[src/rtl/acumulador_com_sinal.sv]
// Frame accumulator for signed/unsigned adder results: sums N_AMOSTRAS samples
// with saturation, then holds the result until the consumer accepts it.
module acumulador_com_sinal #(
    parameter int unsigned N_AMOSTRAS  = 8,
    parameter int unsigned LARGURA_ACC = 10
) (
    input  logic                   clk,
    input  logic                   rst_n,
    input  logic [7:0]             entrada,
    input  logic [1:0]             codigo,
    input  logic                   entrada_valida,
    output logic                   entrada_pronta,
    input  logic                   limpar,
    output logic [LARGURA_ACC-1:0] soma,
    output logic [3:0]             amostras,
    output logic                   estouro,
    output logic                   erro_modo,
    output logic                   saida_valida,
    input  logic                   saida_aceita
);

    localparam int unsigned W      = LARGURA_ACC;
    localparam int unsigned CNT_W  = 4;
    localparam logic [CNT_W-1:0] N_ALVO = CNT_W'(N_AMOSTRAS);

    typedef enum logic [1:0] {
        OCIOSO     = 2'd0,
        ACUMULANDO = 2'd1,
        ENTREGA    = 2'd2
    } estado_t;

    estado_t          estado_q, estado_d;
    logic [W-1:0]     soma_q, soma_d;
    logic [CNT_W-1:0] amostras_q, amostras_d;
    logic             estouro_q, estouro_d;
    logic             erro_q, erro_d;
    logic             modo_uns_q, modo_uns_d;

    logic             amostra_uns_c;
    logic [W:0]       soma_ext_c, entrada_ext_c, soma_larga_c;
    logic [W-1:0]     soma_sat_c;
    logic             ovf_c;

    assign amostra_uns_c = (codigo == 2'b01);

    // Extension and saturation follow the mode latched at the frame's first sample.
    always_comb begin
        soma_ext_c    = modo_uns_q ? {1'b0, soma_q} : {soma_q[W-1], soma_q};
        entrada_ext_c = modo_uns_q ? {{(W+1-8){1'b0}}, entrada}
                                   : {{(W+1-8){entrada[7]}}, entrada};
        soma_larga_c  = soma_ext_c + entrada_ext_c;
        if (modo_uns_q) begin
            ovf_c      = soma_larga_c[W];
            soma_sat_c = ovf_c ? {W{1'b1}} : soma_larga_c[W-1:0];
        end else begin
            ovf_c      = soma_larga_c[W] ^ soma_larga_c[W-1];
            soma_sat_c = !ovf_c ? soma_larga_c[W-1:0]
                       : (soma_larga_c[W] ? {1'b1, {(W-1){1'b0}}}
                                          : {1'b0, {(W-1){1'b1}}});
        end
    end

    always_comb begin
        estado_d   = estado_q;
        soma_d     = soma_q;
        amostras_d = amostras_q;
        estouro_d  = estouro_q;
        erro_d     = erro_q;
        modo_uns_d = modo_uns_q;

        if (limpar) begin
            estado_d   = OCIOSO;
            soma_d     = '0;
            amostras_d = '0;
            estouro_d  = 1'b0;
            erro_d     = 1'b0;
            modo_uns_d = 1'b0;
        end else begin
            case (estado_q)
                OCIOSO: begin
                    if (entrada_valida) begin
                        modo_uns_d = amostra_uns_c;
                        soma_d     = amostra_uns_c ? {{(W-8){1'b0}}, entrada}
                                                   : {{(W-8){entrada[7]}}, entrada};
                        amostras_d = CNT_W'(1);
                        estouro_d  = 1'b0;
                        erro_d     = 1'b0;
                        estado_d   = (N_ALVO == CNT_W'(1)) ? ENTREGA : ACUMULANDO;
                    end
                end
                ACUMULANDO: begin
                    if (entrada_valida) begin
                        soma_d     = soma_sat_c;
                        estouro_d  = estouro_q | ovf_c;
                        erro_d     = erro_q | (amostra_uns_c != modo_uns_q);
                        amostras_d = amostras_q + CNT_W'(1);
                        if (amostras_d == N_ALVO) begin
                            estado_d = ENTREGA;
                        end
                    end
                end
                ENTREGA: begin
                    if (saida_aceita) begin
                        estado_d   = OCIOSO;
                        soma_d     = '0;
                        amostras_d = '0;
                        estouro_d  = 1'b0;
                        erro_d     = 1'b0;
                        modo_uns_d = 1'b0;
                    end
                end
                default: begin
                    estado_d = OCIOSO;
                end
            endcase
        end
    end

    always_ff @(posedge clk or negedge rst_n) begin
        if (!rst_n) begin
            estado_q   <= OCIOSO;
            soma_q     <= '0;
            amostras_q <= '0;
            estouro_q  <= 1'b0;
            erro_q     <= 1'b0;
            modo_uns_q <= 1'b0;
        end else begin
            estado_q   <= estado_d;
            soma_q     <= soma_d;
            amostras_q <= amostras_d;
            estouro_q  <= estouro_d;
            erro_q     <= erro_d;
            modo_uns_q <= modo_uns_d;
        end
    end

    assign entrada_pronta = (estado_q != ENTREGA);
    assign saida_valida   = (estado_q == ENTREGA);
    assign soma           = soma_q;
    assign amostras       = amostras_q;
    assign estouro        = estouro_q;
    assign erro_modo      = erro_q;

endmodule

[config.mk]
export PLATFORM = sky130hd
export DESIGN_NAME = acumulador_com_sinal
export DESIGN_NICKNAME = d
export VERILOG_FILES = /design/src/rtl/acumulador_com_sinal.sv
export SDC_FILE = /design/constraint.sdc
export NUM_CORES = 1
export LEC_CHECK = 0
export CAP_MARGIN = 20
export CORE_AREA = 4 4 64 66
export CTS_BUF_LIST = sky130_fd_sc_hd__clkbuf_16
export CTS_CLUSTER_DIAMETER = 200
export DETAILED_ROUTE_END_ITERATION = 16
export DIE_AREA = 0 0 68 70
export HOLD_SLACK_MARGIN = 0.06
export PLACE_DENSITY = 0.76
export SYNTH_ARGS = -nofsm -noshare
export SYNTH_HDL_FRONTEND = slang
export SYNTH_SLANG_ARGS = --single-unit
[constraint.sdc]
create_clock -name clk -period 3.05 [get_ports clk]
set_clock_uncertainty 0.05 [all_clocks]
set_input_delay 0.4575 -clock clk [delete_from_list [all_inputs] [get_ports clk]]
set_output_delay 0.4575 -clock clk [all_outputs]
set_load 0.01 [all_outputs]
==> key figures, run 1 <==
Global routing
  – Initial antenna violation count: 0
  – Tot GR Track Use: 0.220
  – Vias in the first global route: 1755
  – Remaining Overflow, GRT: 0
  – First-pass GRT wire length: 8.14 mm
  – Pin count of the biggest net entering global routing: 20

STA
  – Worst setup margin: 0.000362 ns
  – Worst slew pin tran: 0.908 ns
  – Crit path time final: 3.05 ns
  – Final worst-path cycle share: 1.00
  – Setup TNS: 0 ns
  – Highest clock rate: 0.328 GHz
  – RSZ-0062 raised after global routing: yes
  – Final setup viols: 0
  – Hold_ws: roughly 0.48 ns
  – Slew Viols, Final: 0
  – Final Hold Viols: 0
  – Relative slew slack: 0.393

Final layout
  – Fill count: 269
  – Area grow syn2layout: 59.6%
  – Reg area: between 400 and 500 sq um
  – Antenna diode count: 0
  – Design Area, Final: approximately 2600 sq um
  – Layout cell share with drive strength beyond 1: 0.338
  – # nets final: 308
  – Area of the multi-input gates: 1270 sq um

Power and ir drop
  – Leakage power: around 1.2 nW
  – Maximum VDD drop: 0.293 mV
  – Pwr Density: 578 nW/um^2

Logic synthesis
  – Yosys warning count: 0
  – Main area contributors after synthesis: dfrtp_1 29%, ha_1 12%, nor2_1 6.2%
  – Syn Inst Count: 193
  – Syn Area/Cell: 8.45 sq um
  – Most common cell in the netlist: nor2_1
  – Seq/Total Area, Yosys: 0.291
  – Top cell type's share of synthesized area: 0.291
  – #FFs+latches synth: 19
  – Synthesized Nets: around 230
  – Commonest cells post-synth: 27 x nor2_1, 26 x nand2_1, 19 x dfrtp_1, 16 x ha_1, 13 x a21oi_1
  – Fraction of registers with async set/reset: 1.00
  – Area leader, netlist: dfrtp_1
  – Distinct cells, synth: between 40 and 50
  – EDFF count, synth: 0
  – Post-Syn Area: 1630 sq um
  – Most used DFF post-synth: dfrtp_1

Routing
  – Pre-Repair DR Iteration Count: 4
  – Final wirelength: ~5.2 mm
  – Final antenna-violating net count: 0
  – Vias per cell: between 5 and 6
  – DRT iter0 DRCs: 79
  – Via count: 1761
  – DR DRC count: 0
  – DR WL/cell: 16.0 microns

Job
  – MaxCap Viol Count: 0

Worst setup path
  – Crit path cell chain: dlygate4sd2_1, ha_2, buf_4, a211oi_2, buf_4, buf_4, buf_4, buf_4, buf_4, buf_4, buf_4, buf_4, buf_4, nor2_2, o221ai_2, xnor2_1, nor2_1, o21ai_1
  – CP delay by family, top: buffers and inverters
  – Worst path slowest cell: ha_2
  – WP data arrival: approximately 3.2 ns
  – Bufs and invs on worst path: 11
  – Startpoint types: input port
  – Setup crit end kind: flip-flop
  – CP max stage delay: 0.34 ns
  – Req. time, crit path: 3.18 ns
  – CP most frequent cell: buf_4
  – Crit Path Max Fanout: 4
  – Setup CP Type: in -> reg

Place
  – Post-DP HPWL: 3.38 mm
  – Placer congestion estimate: just over 0.8
  – DP Area: about 2300 sq um
  – PortBufs: 32
  – Pre-CTS WS: -0.555 ns

Clock tree
  – Clock-pin slew on the worst setup and hold paths: 0.06 ns
  – Number of buffers created by CTS: 3
  – Clk root buf: clkbuf_16
  – Deepest clock path buffer count: 2
  – H-tree Lvls: 1
  – Skew-Pair Late Insertion Delay: 0.26 ns
  – TritonCTS clock tree: built
  – Hold_buf cts: 0
  – Sink Count: 19

Die
  – Row Count: 22
  – Initial Util: 0.456
  – Die height: 70 microns
  – Die width: 68 microns
  – I/O pin count: 33
  – Die area: about 4800 sq um
  – Core ar.: 3580 sq um

Hold path
  – Hold Crit Class: reg -> reg

Outcome
  – Outcome: finished, final reports clean
stage by stage:
| stage | util | power (W) | std cells |
|---|---|---|---|
| 6_report | 0.728 | 0.00151 | 323 |
| 5_1_grt | 0.728 | 0.00158 | 323 |
| 4_1_cts | 0.708 | 0.00142 | 321 |
| 3_5_place_dp | 0.634 | 0.00104 | 306 |
| 3_3_place_gp | 0.634 | 0.00103 | 306 |
| 2_1_floorplan | - | 0.000748 | 193 |
cells in the final DEF (no fill, tap or decap), drive strengths merged, types with 7 or more instances in the layout:
master,count
buf,50
nor2,28
nand2,26
clkdlybuf4s50,24
dfrtp,19
ha,16
a21oi,15
o21ai,14
inv,8
o221ai,7
xnor2,7
cell type report:
| type | count | share of cell area |
|---|---|---|
| Multi-Input combinational cell | 163 | 0.489 |
| Clock buffer | 3 | 0.0288 |
| Clock inverter | 1 | 0.00144 |
| Timing Repair Buffer | 82 | 0.265 |
| Inverter | 7 | 0.0101 |
| Tap cell | 48 | 0.0231 |
| Sequential cell | 19 | 0.183 |
timing repair:
item | 4_1_cts | 5_1_grt
pin swaps | 16 | 14
gates resized for setup | 28 | 17
cloned | 0 | 0
buffers inserted | 11 | 2
setup endpoints to repair | 10 | 10
path summary, 6_finish.rpt:
path | cells after the start | slack [ns] | end | start
max | 18 | 0.0004 | soma[8]$_DFFE_PN0P_ | entrada[2]
min | 2 | 0.48 | erro_modo$_DFFE_PN0P_ | erro_modo$_DFFE_PN0P_
max reg2reg | 17 | 0.05 | soma[8]$_DFFE_PN0P_ | soma[2]$_DFFE_PN0P_
min reg2reg | 2 | 0.48 | erro_modo$_DFFE_PN0P_ | erro_modo$_DFFE_PN0P_
max in group asynchronous | 1 | 1.73 | estado_q[1]$_DFFE_PN0P_ | rst_n
min in group asynchronous | 1 | 0.66 | soma[1]$_DFFE_PN0P_ | rst_n
flip-flops by register name (all words and copies together) (netlist names):
| signal | flops |
|---|---|
| soma | 10 |
| amostras | 4 |
| estado_q | 2 |
| erro_modo | 1 |
| estouro | 1 |
| modo_uns_q | 1 |
kinds of logic (layout without fill, tap and decap cells):
logic type,after synthesis,in the layout,share of synthesized area
simple gates,79,79,0.229
compound gates,54,54,0.242
flops,19,19,0.291
fa+ha+maj,17,17,0.135
xor+xnor,12,12,0.0644
buf+inv,11,93,0.0322
mux,1,1,0.00614
per-layer routing:
metal | vias up | global-route usage | share of wire
li1 | 866 | - | -
met1 | 838 | 0.268 | 0.43
met2 | 48 | 0.384 | 0.51
met3 | 9 | 0.0193 | 0.035
met4 | 0 | 0.0861 | 0.020
met5 | - | 0 | 0
worst register-to-register path: stages, from the launching register on:
cell and delay [ns]:
dfrtp_1 0.40, ha_2 0.35, buf_4 0.14, a211oi_2 0.08, buf_4 0.14, buf_4 0.12, buf_4 0.12, buf_4 0.12
buf_4 0.13, buf_4 0.12, buf_4 0.12, buf_4 0.12, buf_4 0.14, nor2_2 0.19, o221ai_2 0.15, xnor2_1 0.21
nor2_1 0.06, o21ai_1 0.16
report_power, final:
group,internal [W],switching [W]
combinational,0.000459,0.000439
clock,0.000175,0.000103
sequential,0.000287,0.0000417
Note: power is estimated with default switching activity, not from simulation.
==> run 2: changes to the inputs <==
Settings changed: CORE_AREA 4 4 64 66 to 5 5 65 67, CTS_CLUSTER_SIZE set to 12, DIE_AREA 0 0 68 70 to 0 0 70 72.
==> run 2 against run 1 <==
Compared with the run above:
- final cell count grew 1.9%
- global-route usage shrank 1.7 points
- clock power is essentially flat
- design area grew 3.2%
- critical path depth shrank 5
- count of clock-buffer cells in the layout is the same
- combinational power grew 9.2%
- non-clock buffer count grew 6
- first-iteration DRC count grew 41%
- sequential share of layout area shrank 0.56 points
- largest power group unchanged
- highest routed layer unchanged
==> key figures, run 2 (synthesis gave the netlist of run 1 again) <==
Routing
  – Final wirelength: 5.39 mm
  – Via count: 1796
  – Vias per cell: 5.46
  – DRT iter0 DRCs: 111
  – Pre-Repair DR Iteration Count: 4
  – DR DRC count: 0
  – Final antenna-violating net count: 0
  – DR WL/cell: 16.4 microns

Global routing
  – Global routing usage on met1: 0.238
  – Vias in the first global route: ~1900
  – Remaining Overflow, GRT: 0
  – Met3 Usage GRT: 0.0180
  – Gr busiest metal: met2
  – First-pass GRT wire length: 8.40 mm
  – GR Layer Usage met2: 0.395
  – Tot GR Track Use: 0.203
  – Initial antenna violation count: 0
  – Pin count of the biggest net entering global routing: 20

Clock tree
  – Number of buffers created by CTS: 3
  – Clock-pin slew on the worst setup and hold paths: roughly 0.060 ns
  – H-tree Lvls: 1
  – Deepest clock path buffer count: 2
  – Sink Count: 19
  – TritonCTS clock tree: built
  – Skew-Pair Late Insertion Delay: roughly 0.25 ns
  – Clk root buf: clkbuf_16

STA
  – Relative slew slack: 0.381
  – RSZ-0062 raised after global routing: yes
  – Slew Viols, Final: 0
  – Worst slew pin tran: 0.926 ns
  – Highest clock rate: approximately 0.33 GHz
  – Final setup viols: 0
  – Setup TNS: 0 ns
  – Final worst-path cycle share: 0.997
  – Final Hold Viols: 0
  – Crit path time final: a little over 3 ns

Worst setup path
  – CP max stage delay: around 0.44 ns
  – Worst path slowest cell: dfrtp_1
  – WP data arrival: 3.11 ns
  – Crit path cell chain: buf_6, fa_2, a211oi_4, o21bai_2, nand2_1, o21ai_2, xor2_1, ha_1, nor2b_4, and2b_4, nand4_1, nand4_4, o221ai_2
  – Startpoint types: flip-flop
  – Req. time, crit path: 3.12 ns
  – CP delay by family, top: simple AND/OR/NAND/NOR gates
  – Setup crit end kind: flip-flop
  – Setup CP Type: reg -> reg
  – Bufs and invs on worst path: 1
  – Crit Path Max Fanout: 8

Die
  – Die height: just over 70 microns
  – Die area: between 5000 and 6000 sq um
  – Core ar.: 3580 sq um
  – Initial Util: 0.456
  – Die width: 70 microns
  – Row Count: 22
  – I/O pin count: 33

Final layout
  – Design Area, Final: between 2000 and 3000 sq um
  – # nets final: 314
  – Max reg flops: 10
  – Fill count: 250
  – Antenna diode count: 0
  – Post-layout util: 0.751
  – Commonest non-fill, non-tap cell in the layout: buf_4
  – Commonest cells after routing, fill and taps aside: 55 x buf_4, 27 x nor2_1, 26 x nand2_1
  – Layout cell share with drive strength beyond 1: 0.359
  – Area grow syn2layout: 64.6%

Place
  – Placer congestion estimate: 0.829
  – PortBufs: 32
  – Post-DP HPWL: 3.43 mm
  – DP Area: 2260 sq um

Power and ir drop
  – Maximum VDD drop: between 0.3 and 0.4 mV
  – Leakage power: 1.21 nW
  – Pwr Density: between 500 and 600 nW/um^2

Job
  – MaxCap Viol Count: 0

Outcome
  – Outcome: finished, final reports clean

Hold path
  – Hold Crit Class: reg -> reg
==> run 2: path summary, 6_finish.rpt <==
kind	from	to	slack (ns)	cells past startpoint
max	soma[1]$_DFFE_PN0P_	soma[6]$_DFFE_PN0P_	0.009	13
min	erro_modo$_DFFE_PN0P_	erro_modo$_DFFE_PN0P_	0.47	2
max reg2reg	soma[1]$_DFFE_PN0P_	soma[6]$_DFFE_PN0P_	0.009	13
min reg2reg	erro_modo$_DFFE_PN0P_	erro_modo$_DFFE_PN0P_	0.47	2
max in group asynchronous	rst_n	modo_uns_q$_DFFE_PN0P_	1.70	1
min in group asynchronous	rst_n	soma[2]$_DFFE_PN0P_	0.67	1
==> run 2: worst register-to-register path, cell delays in order (launching register included) <==
cell,delay [ns]
dfrtp_1,0.44
buf_6,0.15
fa_2,0.38
a211oi_4,0.27
o21bai_2,0.11
nand2_1,0.11
o21ai_2,0.07
xor2_1,0.16
ha_1,0.28
nor2b_4,0.17
and2b_4,0.19
nand4_1,0.16
nand4_4,0.23
o221ai_2,0.12
==> run 2: layer usage <==
layer / routed length, microns / vias to the layer above
met1: 2180 / 866
met4: 59 / 0
li1: - / 876
met5: 0 / -
met2: 2910 / 48
met3: 237 / 6
==> run 2: area by class of cell <==
type | instances | area [sq um] | area share
Tap cell | 48 | 60.1 | 0.0224
Inverter | 7 | 26.3 | 0.00978
Clock buffer | 3 | 75.1 | 0.0279
Multi-Input combinational cell | 163 | 1310 | 0.488
Sequential cell | 19 | 475 | 0.177
Clock inverter | 1 | 5.00 | 0.00186
Timing Repair Buffer | 88 | 734 | 0.273
==> run 2: repair_timing <==
| action | in CTS | in global routing |
|---|---|---|
| cloned | 0 | 0 |
| endpoints found under the setup margin | 10 | 10 |
| resized for setup | 29 | 19 |
| setup buffers | 15 | 5 |
| hold buffers | 0 | 0 |
| pin swaps | 21 | 14 |
| hold endpoints to repair | 0 | 0 |
==> run 2: stage by stage <==
step	power [W]	hold WS, ns	cells	worst slack [ns]
after global placement	0.00102	0.461	305	-0.486
final	0.00159	0.475	329	0.00905
after global routing	0.00168	0.494	329	-0.125
after floorplan	0.000748	0.112	193	0.0122
after detailed placement	0.00103	0.453	305	-0.588
after CTS	0.00146	0.475	324	0.0115
==> run 2: report_power, final <==
| group | internal (W) | switching, W | leakage [nW] |
|---|---|---|---|
| Combinational | 0.000514 | 0.000467 | 0.913 |
| Sequential | 0.000287 | 0.0000411 | 0.253 |
| Clock | 0.000176 | 0.000100 | 0.0409 |
